--- config.mk ---
export PLATFORM = sky130hd
export DESIGN_NAME = sl_bus_arbiter_flat
export DESIGN_NICKNAME = d
export VERILOG_FILES = /design/src/rtl/sl_bus_arbiter_pkg.sv /design/src/rtl/sl_bus_arbiter_if.sv /design/src/rtl/sl_bus_arbiter_rr.sv /design/src/rtl/sl_bus_arbiter.sv /design/src/flat_wrapper.sv
export SDC_FILE = /design/constraint.sdc
export NUM_CORES = 1
export LEC_CHECK = 0
export CAP_MARGIN = 10
export CORE_MARGIN = 3
export CORE_UTILIZATION = 35
export CTS_BUF_LIST = sky130_fd_sc_hd__clkbuf_8
export DETAILED_ROUTE_END_ITERATION = 6
export GPL_ROUTABILITY_DRIVEN = 0
export RECOVER_POWER = 25
export REMOVE_ABC_BUFFERS = 1
export SYNTH_ARGS = -nofsm -noshare
export SYNTH_HDL_FRONTEND = slang
export SYNTH_SLANG_ARGS = --single-unit
--- constraint.sdc ---
create_clock -name clk -period 3.8 [get_ports clk]
set_input_delay 0.57 -clock clk [delete_from_list [all_inputs] [get_ports clk]]
set_output_delay 0.57 -clock clk [all_outputs]
set_load 0.01 [all_outputs]
--- src/rtl/sl_bus_arbiter_pkg.sv ---
// Shared definitions for the slave-bus arbiter: bus field widths, FSM encodings
// and the registered output beat.
package sl_bus_arbiter_pkg;

  localparam int SL_DATA_WIDTH = 9;
  localparam int SL_BYTE_W     = 8;

  localparam logic [2:0] ST_IDLE    = 3'd0;
  localparam logic [2:0] ST_SETTLE  = 3'd1;
  localparam logic [2:0] ST_FETCH   = 3'd2;
  localparam logic [2:0] ST_LOAD    = 3'd3;
  localparam logic [2:0] ST_HOLD    = 3'd4;
  localparam logic [2:0] ST_RELEASE = 3'd5;

  typedef struct packed {
    logic [SL_BYTE_W-1:0] dat;
    logic                 sof;
    logic                 eof;
  } out_beat_t;

  function automatic logic [SL_BYTE_W-1:0] sl_byte(input logic [SL_DATA_WIDTH-1:0] d);
    return d[SL_BYTE_W-1:0];
  endfunction

endpackage

--- src/rtl/sl_bus_arbiter_if.sv ---
// Shared slave output bus plus the byte stream towards the host TX path.
// master = arbiter side, slave = slaves/sink side.
interface sl_bus_arbiter_if #(
  parameter int NUM_SLAVES = 4,
  parameter int ADDR_WIDTH = 9
);
  import sl_bus_arbiter_pkg::*;

  logic [NUM_SLAVES-1:0]    sl_arb_request;
  logic [NUM_SLAVES-1:0]    sl_arb_grant;
  logic [ADDR_WIDTH-1:0]    sl_addr;
  logic [SL_DATA_WIDTH-1:0] sl_data;
  logic [ADDR_WIDTH-1:0]    sl_tail;
  logic                     sl_latch_tail;
  logic [SL_BYTE_W-1:0]     out_data;
  logic                     out_valid;
  logic                     out_ready;
  logic                     out_sof;
  logic                     out_eof;
  logic                     out_abort;

  modport master (
    input  sl_arb_request, sl_data, sl_tail, out_ready,
    output sl_arb_grant, sl_addr, sl_latch_tail,
           out_data, out_valid, out_sof, out_eof, out_abort
  );

  modport slave (
    output sl_arb_request, sl_data, sl_tail, out_ready,
    input  sl_arb_grant, sl_addr, sl_latch_tail,
           out_data, out_valid, out_sof, out_eof, out_abort
  );

endinterface

--- src/rtl/sl_bus_arbiter_rr.sv ---
// Round-robin picker: one-hot winner is the first request above the last winner,
// combinational from req_i; the pointer only moves when load_i commits a grant.
module sl_bus_arbiter_rr #(
  parameter int NUM_SLAVES = 4
) (
  input  logic                  clk,
  input  logic                  reset,
  input  logic [NUM_SLAVES-1:0] req_i,
  input  logic                  load_i,
  output logic [NUM_SLAVES-1:0] win_o,
  output logic                  any_o
);

  localparam int PTR_W = (NUM_SLAVES > 1) ? $clog2(NUM_SLAVES) : 1;

  logic [PTR_W-1:0] ptr_q, ptr_d, idx;
  logic             found;

  always_comb begin
    win_o = '0;
    found = 1'b0;
    ptr_d = ptr_q;
    idx   = '0;
    // The last winner is scanned last, so a lone requester still wins.
    for (int i = 1; i <= NUM_SLAVES; i++) begin
      idx = PTR_W'((int'(ptr_q) + i) % NUM_SLAVES);
      if (!found && req_i[idx]) begin
        found      = 1'b1;
        win_o[idx] = 1'b1;
        ptr_d      = idx;
      end
    end
    any_o = found;
  end

  always_ff @(posedge clk or posedge reset) begin
    if (reset) begin
      ptr_q <= '0;
    end else if (load_i && found) begin
      ptr_q <= ptr_d;
    end
  end

endmodule

--- src/rtl/sl_bus_arbiter.sv ---
// Grants one slave at a time, streams its frame out at 3 cycles/byte (+3 cycles per frame).
// out_valid/out_data and sl_addr hold while out_ready is low; a dropped request aborts the frame.
module sl_bus_arbiter #(
  parameter int NUM_SLAVES = 4,
  parameter int ADDR_WIDTH = 9
) (
  input logic              clk,
  input logic              reset,
  sl_bus_arbiter_if.master bus
);
  import sl_bus_arbiter_pkg::*;

  logic [2:0]            state_q, state_d;
  logic [NUM_SLAVES-1:0] grant_q, grant_d;
  logic [ADDR_WIDTH-1:0] addr_q, addr_d;
  logic [ADDR_WIDTH-1:0] len_q, len_d;
  out_beat_t             beat_q, beat_d;
  logic                  valid_q, valid_d;
  logic                  latch_q, latch_d;
  logic                  abort_q, abort_d;

  logic [NUM_SLAVES-1:0] win_onehot;
  logic                  win_any;
  logic                  rr_load;
  logic                  req_held;
  logic                  in_frame;
  logic                  last_byte;
  logic                  sl_data_unused;

  sl_bus_arbiter_rr #(.NUM_SLAVES(NUM_SLAVES)) u_rr (
    .clk    (clk),
    .reset  (reset),
    .req_i  (bus.sl_arb_request),
    .load_i (rr_load),
    .win_o  (win_onehot),
    .any_o  (win_any)
  );

  assign req_held  = |(bus.sl_arb_request & grant_q);
  assign in_frame  = state_q inside {ST_SETTLE, ST_FETCH, ST_LOAD, ST_HOLD};
  assign last_byte = (addr_q == len_q - ADDR_WIDTH'(1));
  // Bit 8 of the slave word is slave-side metadata that this path does not forward.
  assign sl_data_unused = bus.sl_data[SL_DATA_WIDTH-1];

  always_comb begin
    state_d = state_q;
    grant_d = grant_q;
    addr_d  = addr_q;
    len_d   = len_q;
    beat_d  = beat_q;
    valid_d = valid_q;
    latch_d = 1'b0;
    abort_d = 1'b0;
    rr_load = 1'b0;

    if (in_frame && !req_held) begin
      abort_d = 1'b1;
      valid_d = 1'b0;
      grant_d = '0;
      addr_d  = '0;
      state_d = ST_IDLE;
    end else begin
      case (state_q)
        ST_IDLE: begin
          if (win_any) begin
            grant_d = win_onehot;
            rr_load = 1'b1;
            state_d = ST_SETTLE;
          end
        end
        ST_SETTLE: begin
          // Bus has had one turnaround cycle; the granted slave now drives sl_tail.
          len_d = bus.sl_tail;
          if (bus.sl_tail == '0) begin
            latch_d = 1'b1;
            state_d = ST_RELEASE;
          end else begin
            state_d = ST_FETCH;
          end
        end
        ST_FETCH: begin
          state_d = ST_LOAD;
        end
        ST_LOAD: begin
          beat_d.dat = sl_byte(bus.sl_data);
          beat_d.sof = (addr_q == '0);
          beat_d.eof = last_byte;
          valid_d    = 1'b1;
          state_d    = ST_HOLD;
        end
        ST_HOLD: begin
          if (bus.out_ready) begin
            valid_d = 1'b0;
            if (last_byte) begin
              latch_d = 1'b1;
              state_d = ST_RELEASE;
            end else begin
              addr_d  = addr_q + ADDR_WIDTH'(1);
              state_d = ST_FETCH;
            end
          end
        end
        ST_RELEASE: begin
          grant_d = '0;
          addr_d  = '0;
          state_d = ST_IDLE;
        end
        default: begin
          grant_d = '0;
          addr_d  = '0;
          valid_d = 1'b0;
          state_d = ST_IDLE;
        end
      endcase
    end
  end

  always_ff @(posedge clk or posedge reset) begin
    if (reset) begin
      state_q <= ST_IDLE;
      grant_q <= '0;
      addr_q  <= '0;
      len_q   <= '0;
      beat_q  <= '0;
      valid_q <= 1'b0;
      latch_q <= 1'b0;
      abort_q <= 1'b0;
    end else begin
      state_q <= state_d;
      grant_q <= grant_d;
      addr_q  <= addr_d;
      len_q   <= len_d;
      beat_q  <= beat_d;
      valid_q <= valid_d;
      latch_q <= latch_d;
      abort_q <= abort_d;
    end
  end

  assign bus.sl_arb_grant  = grant_q;
  assign bus.sl_addr       = addr_q;
  assign bus.sl_latch_tail = latch_q;
  assign bus.out_data      = beat_q.dat;
  assign bus.out_valid     = valid_q;
  assign bus.out_sof       = beat_q.sof & valid_q;
  assign bus.out_eof       = beat_q.eof & valid_q;
  assign bus.out_abort     = abort_q;

endmodule

--- src/flat_wrapper.sv ---
// flat-port wrapper written by rule: the top's interface ports become plain ports
module sl_bus_arbiter_flat import sl_bus_arbiter_pkg::*;
#(
  parameter int NUM_SLAVES = 4,
  parameter int ADDR_WIDTH = 9
)
  (clk, reset, bus_sl_arb_request, bus_sl_data, bus_sl_tail, bus_out_ready, bus_sl_arb_grant, bus_sl_addr, bus_sl_latch_tail, bus_out_data, bus_out_valid, bus_out_sof, bus_out_eof, bus_out_abort);
  sl_bus_arbiter_if #(.NUM_SLAVES(NUM_SLAVES), .ADDR_WIDTH(ADDR_WIDTH)) bus_i ();
  input logic clk;
  input logic reset;
  input wire logic [$bits(bus_i.sl_arb_request)-1:0] bus_sl_arb_request;
  input wire logic [$bits(bus_i.sl_data)-1:0] bus_sl_data;
  input wire logic [$bits(bus_i.sl_tail)-1:0] bus_sl_tail;
  input wire logic [$bits(bus_i.out_ready)-1:0] bus_out_ready;
  output wire logic [$bits(bus_i.sl_arb_grant)-1:0] bus_sl_arb_grant;
  output wire logic [$bits(bus_i.sl_addr)-1:0] bus_sl_addr;
  output wire logic [$bits(bus_i.sl_latch_tail)-1:0] bus_sl_latch_tail;
  output wire logic [$bits(bus_i.out_data)-1:0] bus_out_data;
  output wire logic [$bits(bus_i.out_valid)-1:0] bus_out_valid;
  output wire logic [$bits(bus_i.out_sof)-1:0] bus_out_sof;
  output wire logic [$bits(bus_i.out_eof)-1:0] bus_out_eof;
  output wire logic [$bits(bus_i.out_abort)-1:0] bus_out_abort;
  assign bus_i.sl_arb_request = bus_sl_arb_request;
  assign bus_i.sl_data = bus_sl_data;
  assign bus_i.sl_tail = bus_sl_tail;
  assign bus_i.out_ready = bus_out_ready;
  assign bus_sl_arb_grant = bus_i.sl_arb_grant;
  assign bus_sl_addr = bus_i.sl_addr;
  assign bus_sl_latch_tail = bus_i.sl_latch_tail;
  assign bus_out_data = bus_i.out_data;
  assign bus_out_valid = bus_i.out_valid;
  assign bus_out_sof = bus_i.out_sof;
  assign bus_out_eof = bus_i.out_eof;
  assign bus_out_abort = bus_i.out_abort;
  sl_bus_arbiter #(.NUM_SLAVES(NUM_SLAVES), .ADDR_WIDTH(ADDR_WIDTH)) u_core (.clk(clk), .reset(reset), .bus(bus_i));
endmodule
# Word level (Yosys, flattened, before mapping)
# Cells that the tools add are included.
[op_classes]
bitwise = 7
n_eq_ne = 12
add_sub_neg = 6
reduce_logical = 29
magnitude_cmp = 8
muxes = 53
[ops]
columns = ["cell", "count"]
rows = [
  ["9-bit two-way mux", 3],
  ["4-bit two-way mux", 6],
  ["1-bit two-way mux", 22],
  ["9-bit logical NOT", 2],
  ["9-bit one-hot mux with 2 select lines", 1],
  ["4-bit OR reduction", 4],
  ["3-bit two-way mux", 5],
  ["3-bit one-hot mux with 5 select lines", 1],
  ["2-bit by 3-bit < comparator with 1-bit output (second input constant)", 4],
  ["4-bit bitwise OR", 3],
  ["2-bit AND reduction", 6],
  ["9-bit by 1-bit adder with 9-bit output (second input constant)", 1],
  ["9-bit equality test", 1],
  ["1-bit logical AND", 9],
  ["9-bit by 1-bit subtractor with 9-bit output (second input constant)", 1],
  ["1-bit binary-select mux with 2-bit select", 4],
  ["1-bit demux with 2-bit select", 4],
  ["2-bit by 1-bit >= comparator with 1-bit output (second input constant)", 4],
  ["2-bit two-way mux", 4],
  ["4-bit one-hot mux with 2 select lines", 1],
  ["4-bit nonzero test", 2],
  ["3-bit by 2-bit equality test with 1-bit output (second input constant)", 2],
  ["3-bit equality test (second input constant)", 2],
  ["2-bit by 1-bit != test with 1-bit output (second input constant)", 3],
  ["13 further kinds", 20],
]
[word_totals]
out_inout_bits = 26
in_bits = 25
word_cells = 126
regBits = 40

# Logic depth before layout (Yosys ltp)
[depth]
depth_word = 18
depth_mapped = 10
mapped_depth_nobuf = 9

# Hierarchy
# A second synthesis with hierarchy kept.
[unflattened]
cells_unflattened = 330
area_unflattened_um2 = 2987.9
[by_module_without_submodules]
columns = ["mod", "seq_area_each_um2", "area_per_inst_um2", "cells_each", "instances"]
rows = [
  ["sl_bus_arbiter", 950.9, 2296.0, 240, 1],
  ["sl_bus_arbiter_rr", 50.0, 691.9, 90, 1],
]

# Worst setup path before layout
# OpenSTA, ideal clock, no wires.
[synth_timing]
kind = "register -> register"
start = "register u_core.u_rr.ptr_q[0]"
end = "register u_core.grant_q[0] (netlist: u_core.bus.sl_arb_grant[0])"
n_path_buf = 1
stages_incl_launch_ff = 10
required_time_ns = 3.717
synth_period_minus_slack_ns = 2.628
path_slack_ns = 1.172
setup_ns = 0.083
arrival_time_ns = 2.545
cell_sequence = "dfrtp_1 clkbuf_1 inv_1 ha_1 mux4_2 nor3_1 nand2b_1 o221ai_1 nand2_1 o21ai_0"
[synth_via]
elab_chain_len = 16
elab_cells_between_ends = 54
cone_classes = "add/sub: 4; order compare: 8; eq/ne: 1; mux: 27; bitwise: 3; reduce/logical: 11"
[synth_rtl]
columns = ["item", "line_no", "rtl"]
rows = [
  ["start: declaration", "sl_bus_arbiter_rr.sv:16", "logic [PTR_W-1:0] ptr_q, ptr_d, idx;"],
  ["start signal: assignment", "sl_bus_arbiter_rr.sv:40", "ptr_q <= ptr_d;"],
  ["branches (longest 16 deep; another with 2-bit by 3-bit < comparator with 1-bit output)", "-", ""],
  ["end signal: assignment", "sl_bus_arbiter.sv:130", "grant_q <= grant_d;"],
  ["end: declaration", "sl_bus_arbiter.sv:14", "logic [NUM_SLAVES-1:0] grant_q, grant_d;"],
]
# Several ways; the timed one is not identified. The select of a mux whose other input is x is not followed.
# A chain may end at the register's enable or synchronous reset.

# Final worst setup path
[layout_timing]
start = "register u_core.u_rr.ptr_q[0]"
end = "register u_core.grant_q[3] (netlist: u_core.bus.sl_arb_grant[3])"
# Same word-level chain as after synthesis.

==> out/results.ini <==
[run_status]
outcome = finished clean

[pwr]
pwr-share-comb_pct = 47.8
peakVddDrop_mv = 0.343
pwr-share-clk_pct = 20.8
leakage_nw = 1.30
p_int_w = 0.00146
powerDensity_nw_per_um2 = 703
p_seq_share_pct = 31.4
switching_share_pct = 37.3
p_sw_w = 0.000867

[cells_and_area]
finalNetCount = 341
antennaDiodeCount = 0
nFillCells = 696
drive_gt1_share_pct = 18.2
area_growth_pct = 25.9
fin_area_um2 = 3310

[synthesis]
yosysSeqAreaShare_pct = 38.1
synth-edff-count = 0
synth_cell_types = 53
synth.ff_latch_count = 40
synth_area_per_cell_um2 = 9.94
netlist_area_um2 = 2630
synthFlopType = dfrtp_1
async_flop_share_pct = 100
ys_warn_count = 0
synth_cells = 264

[critical_path]
endpoint_kind = flop
critPathRequiredTime_ps = 4010
worstPathArrival_ps = 3140
path_cells = inv_1 -> ha_1 -> mux4_2 -> nor3_1 -> nand2b_1 -> o221ai_1 -> nand2_1 -> o21ai_0
critPathLaunchType = flop
path_max_fanout = 12
regToRegSetupSlack_ps = 870
timing.rr.start = u_core.u_rr.ptr_q[0]
r2r.worst_path.cells = 8
cp_slowest_cell = mux4_2
worstReg2RegEnd = u_core.bus.sl_arb_grant[3]
crit_type = reg -> reg
critical-path-max-stage-delay_ps = 650

[drt]
drtIter0Drc = 31
wl_mm = 5.94
drt_pass1_iterations = 5
post_drt_via_cell_ratio = 5.34
drc = 0
post_drt_wl_per_cell_um = 14.7
ant_nets = 0
num_vias = 2151

[clock_network]
numCtsBuffers = 5
cts-root-buf = clkbuf_8
clk_pin_slew_ps = 80
clk_latency_ps = 290
cts_hold_buf = 0
post-cts-setup-buffer-count = 0
clockBufferDepth = 2
cts_tree = yes
cts_sinks = 40
cts_resized = 0
htree_levels = 2

[placement]
hpwl_mm = 4.53
place_area_um2 = 3150
io_buffer_count = 49

[die]
fp-row-count = 30
design.die.area_um2 = 8570
start_util_pct = 37.4
pin_count = 51
dieWidth_um = 92.6
dieHeight_um = 92.6
core-area_um2 = 7020

[timing]
maxSlewHeadroom_pct = 25.0
finalSetupTns_ps = 0
rsz0062_at_grt = false
hold_viol = 0
finalCritPeriodShare_pct = 77.1
report.final.setup_viol = 0
tightest_slew_ps = 1120
finClkSkew_ps = 7.40
fin_crit_ps = 2930
maxSlewViolCount = 0
max_freq_ghz = 0.341

[min_path]
hold_start = u_core.beat_q[0]
hold_end = u_core.beat_q[0]
hp-class = reg -> reg
hold-path-cell-count = 1

[run]
max_cap_violations = 0

[global_routing]
grt_pass1_wl_mm = 9.69
grt-ovfl-total = 0
track_usage_pct = 14.0
antenna_found_initial = 0
grt_pass1_vias = 2062
grt_max_degree = 22

[critical path: cells and delay by family (launching register included)]
family / cells / cell delay [ps]
compound gates: 2 / 430
simple gates: 3 / 560
flops: 1 / 630
fa+ha+maj: 1 / 400
mux: 1 / 650
buf+inv: 1 / 170
[registers in the layout (all words and copies together) (netlist names)]
signal	cells
u_core.beat_q	2
u_core.bus.out_abort	1
u_core.bus.out_data	8
u_core.bus.out_valid	1
u_core.bus.sl_addr	9
u_core.bus.sl_arb_grant	4
u_core.bus.sl_latch_tail	1
u_core.len_q	9
u_core.state_q	3
u_core.u_rr.ptr_q	2
[cell usage in the layout, fill, tap and decap left out, types with 2 or more instances in the layout]
master | netlist | layout
clkdlybuf4s50_1 | 0 | 47
dfrtp_1 | 40 | 40
nor2_1 | 20 | 20
nand2_1 | 18 | 18
mux2_2 | 17 | 17
o21ai_0 | 15 | 15
xnor2_1 | 13 | 13
inv_1 | 10 | 10
ha_1 | 10 | 10
a22oi_1 | 9 | 9
nand3_1 | 7 | 7
or3_2 | 7 | 7
and2_1 | 6 | 6
a21oi_1 | 6 | 6
a221oi_1 | 5 | 5
clkbuf_8 | 0 | 5
mux4_2 | 4 | 4
nor4_1 | 4 | 4
nand2b_1 | 4 | 4
o21a_1 | 4 | 4
o21ai_2 | 4 | 4
a21oi_2 | 4 | 4
nor4b_1 | 3 | 3
xor2_1 | 3 | 3
or3_1 | 3 | 3
nor3_1 | 3 | 3
nand4_1 | 3 | 3
bufinv_16 | 0 | 3
nor2b_1 | 2 | 2
or2_2 | 2 | 2
o31ai_1 | 2 | 2
dlygate4sd3_1 | 0 | 2
[layer usage]
| layer | track usage, % | vias to the layer above | wire length, um |
|---|---|---|---|
| met5 | 0 | - | 0 |
| met4 | 4.95 | 0 | 102 |
| met3 | 3.33 | 10 | 273 |
| met2 | 23.7 | 49 | 2950 |
| met1 | 17.2 | 1055 | 2620 |
| li1 | - | 1037 | - |
[kinds of logic (layout without fill, tap and decap cells)]
kind of cell / after synthesis / count (layout) / synth area share (%)
compound gates: 60 / 60 / 16.2
xor+xnor: 16 / 16 / 5.34
fa+ha+maj: 10 / 10 / 4.77
buf+inv: 26 / 69 / 5.24
flops: 40 / 40 / 38.1
mux: 21 / 21 / 10.7
simple gates: 91 / 91 / 19.6
[synthesized netlist by cell type, types with 2 or more instances]
master	instances	area share, %
dfrtp_1	40	38
nor2_1	20	2.9
nand2_1	18	2.6
mux2_2	17	7.3
o21ai_0	15	2.9
xnor2_1	13	4.3
ha_1	10	4.8
inv_1	10	1.4
a22oi_1	9	2.6
buf_4	8	2.3
nand3_1	7	1.3
or3_2	7	2.0
a21oi_1	6	1.1
and2_1	6	1.4
a221oi_1	5	1.7
a21oi_2	4	1.3
clkbuf_1	4	0.57
mux4_2	4	3.4
nand2b_1	4	0.95
nor4_1	4	0.95
o21a_1	4	1.1
o21ai_2	4	1.3
nand4_1	3	0.72
nor3_1	3	0.57
nor4b_1	3	1.0
or3_1	3	0.72
xor2_1	3	1.0
buf_2	2	0.38
nor2b_1	2	0.48
o31ai_1	2	0.57
or2_2	2	0.48
[per-stage QoR]
stage	utilization [%]	power (W)	std cells	hold slack, ps	worst slack, ps
final	47.1	0.00232	403	501	870
after global routing	47.1	0.00249	403	530	604
after CTS	47.1	0.00236	403	508	848
after detailed placement	44.9	0.00186	395	488	842
after global placement	44.9	0.00184	395	483	873
after floorplan	-	0.00153	248	462	1140
[worst max-delay path by stage]
stage	from	to	depth (start not counted)
after floorplan	u_core.len_q[0]	u_core.bus.sl_addr[0]	9
after global placement	bus_sl_arb_request[0]	u_core.bus.sl_addr[7]	8
after detailed placement	bus_sl_arb_request[0]	u_core.bus.sl_addr[3]	8
after CTS	u_core.u_rr.ptr_q[0]	u_core.bus.sl_arb_grant[0]	8
after global routing	u_core.u_rr.ptr_q[0]	u_core.bus.sl_arb_grant[1]	8
final	u_core.u_rr.ptr_q[0]	u_core.bus.sl_arb_grant[3]	8
[power groups by stage]
stage / Combinational (W) / Sequential (W) / Clock (W)
global route: 0.00123 / 0.000757 / 0.000509
finish: 0.00111 / 0.000730 / 0.000485
global placement: 0.00110 / 0.000741 / 0
CTS: 0.00112 / 0.000735 / 0.000498
floorplan: 0.000799 / 0.000728 / 0
detailed placement: 0.00112 / 0.000744 / 0
[final cells by class]
class	count	area, um2	area share [%]
clock buffer	5	68.8	2.08
clock inverter	3	90.1	2.73
inverter	10	37.5	1.14
multi-input combinational	198	1490	45.0
sequential	40	1000	30.3
tap	96	120	3.63
timing repair buffer	51	502	15.2
Note: power is estimated with default switching activity, not from simulation.
